--- config.mk ---
export PLATFORM = sky130hd
export DESIGN_NAME = sap_control_sequencer
export DESIGN_NICKNAME = d
export VERILOG_FILES = /design/src/rtl/sap_control_sequencer.sv
export SDC_FILE = /design/constraint.sdc
export NUM_CORES = 1
export LEC_CHECK = 0
export ABC_AREA = 1
export BUFFER_PORTS_ARGS = -buffer_cell sky130_fd_sc_hd__buf_2
export CAP_MARGIN = 20
export CORE_MARGIN = 2
export CORE_UTILIZATION = 32
export CTS_CLUSTER_DIAMETER = 60
export CTS_CLUSTER_SIZE = 24
export DETAILED_ROUTE_END_ITERATION = 10
export PLACE_DENSITY_LB_ADDON = 0.1
export SLEW_MARGIN = 20
export SYNTH_ARGS = -nofsm -noshare
export SYNTH_HDL_FRONTEND = slang
export SYNTH_SLANG_ARGS = --single-unit
--- constraint.sdc ---
create_clock -name clk -period 2.2 [get_ports clk]
set_clock_uncertainty 0.05 [all_clocks]
set_input_delay 0.44 -clock clk [delete_from_list [all_inputs] [get_ports clk]]
set_output_delay 0.44 -clock clk [all_outputs]
set_load 0.01 [all_outputs]
--- src/rtl/sap_control_sequencer.sv ---
// Microcode step sequencer and control-word decoder for the SAP bus CPU.
// Emits one combinational control word per clock step from step/opcode/flags.
module sap_control_sequencer #(
  parameter bit EARLY_END = 1'b1,
  parameter int NUM_STEPS = 6
) (
  input  logic       clk,
  input  logic       reset,
  input  logic [3:0] opcode,
  input  logic       carry_flag,
  input  logic       zero_flag,
  output logic       pc_inc,
  output logic       pc_oe,
  output logic       pc_load,
  output logic       mar_load,
  output logic       ram_oe,
  output logic       ram_load,
  output logic       ir_load,
  output logic       ir_oe,
  output logic       a_load,
  output logic       a_oe,
  output logic       b_load,
  output logic       alu_oe,
  output logic       alu_sub,
  output logic       flags_load,
  output logic       out_load,
  output logic       halt,
  output logic [2:0] step,
  output logic       instr_done
);

  typedef enum logic [2:0] {
    T0, T1, T2, T3, T4, T5
  } step_t;

  localparam step_t LAST_T = step_t'(3'(NUM_STEPS - 1));

  step_t step_q, step_d;
  logic  halted_q, halted_d;
  step_t last;
  logic  is_hlt;

  assign step = step_q;

  // Step counter and halted bit; reset aborts any instruction at once.
  always_ff @(posedge clk or posedge reset) begin
    if (reset) begin
      step_q   <= T0;
      halted_q <= 1'b0;
    end else begin
      step_q   <= step_d;
      halted_q <= halted_d;
    end
  end

  // Decode control word, last active step and next step.
  always_comb begin
    pc_inc     = 1'b0;
    pc_oe      = 1'b0;
    pc_load    = 1'b0;
    mar_load   = 1'b0;
    ram_oe     = 1'b0;
    ram_load   = 1'b0;
    ir_load    = 1'b0;
    ir_oe      = 1'b0;
    a_load     = 1'b0;
    a_oe       = 1'b0;
    b_load     = 1'b0;
    alu_oe     = 1'b0;
    alu_sub    = 1'b0;
    flags_load = 1'b0;
    out_load   = 1'b0;
    halt       = 1'b0;
    instr_done = 1'b0;
    step_d     = step_q;
    halted_d   = halted_q;
    last       = T2;
    is_hlt     = 1'b0;

    case (opcode)
      4'h1:    last = T3;
      4'h2:    last = T4;
      4'h3:    last = T4;
      4'h4:    last = T3;
      4'hF:    is_hlt = 1'b1;
      default: last = T2;
    endcase
    // Without early end every instruction idles out to the final step.
    if (!EARLY_END && !is_hlt) last = LAST_T;

    if (reset) begin
      halt = 1'b0;
    end else if (halted_q) begin
      halt = 1'b1;
    end else begin
      case (step_q)
        T0: begin
          pc_oe    = 1'b1;
          mar_load = 1'b1;
        end
        T1: begin
          ram_oe  = 1'b1;
          ir_load = 1'b1;
          pc_inc  = 1'b1;
        end
        default: begin
          case (opcode)
            4'h1: begin
              if (step_q == T2) begin
                ir_oe    = 1'b1;
                mar_load = 1'b1;
              end else if (step_q == T3) begin
                ram_oe = 1'b1;
                a_load = 1'b1;
              end
            end
            4'h2, 4'h3: begin
              if (step_q == T2) begin
                ir_oe    = 1'b1;
                mar_load = 1'b1;
              end else if (step_q == T3) begin
                ram_oe = 1'b1;
                b_load = 1'b1;
              end else if (step_q == T4) begin
                alu_oe     = 1'b1;
                a_load     = 1'b1;
                flags_load = 1'b1;
                alu_sub    = opcode[0];
              end
            end
            4'h4: begin
              if (step_q == T2) begin
                ir_oe    = 1'b1;
                mar_load = 1'b1;
              end else if (step_q == T3) begin
                a_oe     = 1'b1;
                ram_load = 1'b1;
              end
            end
            4'h5: begin
              ir_oe  = (step_q == T2);
              a_load = (step_q == T2);
            end
            4'h6: begin
              ir_oe   = (step_q == T2);
              pc_load = (step_q == T2);
            end
            4'h7: begin
              ir_oe   = (step_q == T2) && carry_flag;
              pc_load = (step_q == T2) && carry_flag;
            end
            4'h8: begin
              ir_oe   = (step_q == T2) && zero_flag;
              pc_load = (step_q == T2) && zero_flag;
            end
            4'hE: begin
              a_oe     = (step_q == T2);
              out_load = (step_q == T2);
            end
            default: begin
              ir_oe = 1'b0;
            end
          endcase
        end
      endcase

      if (is_hlt && step_q == T2) begin
        halt     = 1'b1;
        halted_d = 1'b1;
      end else if (step_q == last) begin
        instr_done = 1'b1;
        step_d     = T0;
      end else begin
        step_d = step_t'(step_q + 3'd1);
      end
    end
  end

endmodule

==> flow_summary.toml <==
[run_status]
outcome = "finished, final reports clean"

[logic_synthesis]
ys_seq_area_frac = 0.163
synthTopCellsByCount = "21 x nand2_1, 18 x inv_1, 15 x nor2_1, 10 x nand3_1"
synth_area_per_cell_um2 = 5.86
synth-edff-count = 0
yosys.area.top_type_share = 0.163
synth_cell_types = 19
ys_ff_latch = 4
syn_nets = 118
async_flop_share = 1.00
ys_warn_count = 0
yosys.area.top_type = "dfrtp_1"
synth_area_um2 = 616
post-synth-top-count-cell = "nand2_1"
netlist_instances = 105
synth_area_leaders = "dfrtp_1 16%, nand2_1 13%, inv_1 11%"
ys.flop_type = "dfrtp_1"

[finish]
drive_gt1_frac = 0.406
diodes = 0
nFillCells = 198
area_growth_pct = 31.5
nets = 148
utilization = 0.459
design_area_um2 = 810

[power]
p_per_area_mw_per_mm2 = 248
power_frac_seq = 0.368
p_comb_frac = 0.165
switchingPower_uw = 54.8
clock_power_share = 0.467
swShare = 0.273
leakage_nw = 0.486
irDropWorstVdd_v = 0.000360
p_int_uw = 146

[global_route]
grt_max_degree = 9
grt_pass1_vias = 594
gr-usage-all-layers = 0.150
grt_antenna_before_repair = 0
grt_pass1_wl_um = 2430
overflow = 0

[routing]
viasPerCell = 4.46
drt_iter0_drc = 11
ant_nets = 0
wl_per_cell_um = 9.75
drc_errors = 0
drtPass1Iterations = 4
routed_wl_um = 1540
via_count = 704

[placement]
gp_congestion = 0.802
dpl.hpwl_um = 1280
dp_slack_ns = 0.268
io_buffer_count = 27
placed_area_um2 = 759

[cts]
clk_latency_ns = 0.24
cts_tree = "yes"
path_clk_slew_ns = 0.04
cts.sinks = 4
cts-root-buf = "clkbuf_4"
cts.path.max_buffers = 2
htree_levels = 1
numCtsBuffers = 3
holdBufCountCts = 0

[sta]
finalCritPeriodShare = 0.937
final_hold_viol_count = 0
setup_viol = 0
slew_headroom = 0.810
setup_ws_ns = 0.139
tightest_slew_ns = 0.285
drv_slew = 0
period_needed_ns = 2.06
max_freq_ghz = 0.485

[die]
die_y_um = 47.9
core_mm2 = 0.00176
die-width_um = 47.9
start_util = 0.349
io_pins = 28
rows = 15
dieArea_mm2 = 0.00229

[worst_setup_path]
worstSetupPathType = "reg -> out"
worstPathArrival_ns = 1.57
cp_max_fo = 5
cp-end-kind = "output port"
critical_path_required_ns = 1.71
cp-start-kind = "flop"

[job]
drv_cap = 0

[worst_hold_path]
hold_class = "in -> async"
-- repair_timing --
action	CTS	global route
setup endpoints to repair	0	14
gates resized for setup	0	9
setup buffers	0	1
-- worst paths after layout --
| kind | start | endpoint | slack [ns] | depth (start not counted) |
|---|---|---|---|---|
| worst max-delay path | step[0] | a_oe | 0.14 | 7 |
| worst min-delay path | reset | halted_q | 0.06 | 2 |
| worst max register to register | step[0] | step[0] | 0.84 | 8 |
| worst min register to register | halted_q | halted_q | 0.44 | 2 |
| max in group asynchronous | reset | step[0] | 1.86 | 2 |
| min in group clk | reset | halted_q | 0.38 | 2 |
-- flip-flops by register name, indices dropped and copies added (netlist names) --
register and flops:
halted_q 1, step 3
-- per-stage QoR --
step	power, mW	hold slack [ns]	TNS (ns)	instances
global route	0.216	0.0748	-0.00206	158
global placement	0.108	0.313	0	154
finish	0.201	0.0576	0	158
detailed placement	0.108	0.319	0	154
floorplan	0.0952	0.156	0	105
CTS	0.204	0.0625	0	157
-- layout make-up --
cell class              count  area, um^2  share of cell area
flip-flops and latches      4         103               0.127
clock buffers               3        22.5              0.0278
well taps                  25        31.3              0.0386
repair buffers             28         143               0.176
multi-input cells          77         432               0.533
inverters                  21        78.8              0.0974
-- metal layers --
metal	track usage	up-vias	wire length [um]
met2	0.208	21	654
met1	0.222	301	776
met3	0.0717	0	110
li1	-	382	-
met4	0	0	0
met5	0	-	0
-- placed cells by master (no fill, tap or decap), drive strengths merged --
master  instances
inv            21
nor2           20
nor3            4
a21oi           2
clkbuf          3
nand2          26
ha              5
o21ai           4
dfrtp           4
nand4           3
nand3          11
o21bai          1
buf            28
o211ai          1
-- power by group through the flow --
stage	registers [mW]	logic, mW	clock network (mW)
final	0.0739	0.0332	0.0939
after global placement	0.0749	0.0333	0
after global routing	0.0738	0.0383	0.104
after detailed placement	0.0749	0.0329	0
after CTS	0.0739	0.0331	0.0970
after floorplan	0.0749	0.0203	0
-- critical path, cell delays in order, from the launching register on --
cell	delay [ns]
dfrtp_2	0.43
ha_1	0.22
ha_2	0.19
nand2_1	0.12
inv_1	0.07
nand3_1	0.09
o21ai_0	0.07
buf_2	0.14
-- logic make-up after synthesis --
kind of cell / synth area share
adders and majority gates: 0.102
and+or+nand+nor: 0.498
AOI/OAI and AO/OA: 0.0732
buffers and inverters: 0.165
DFF: 0.163
Note: power is estimated with default switching activity, not from simulation.
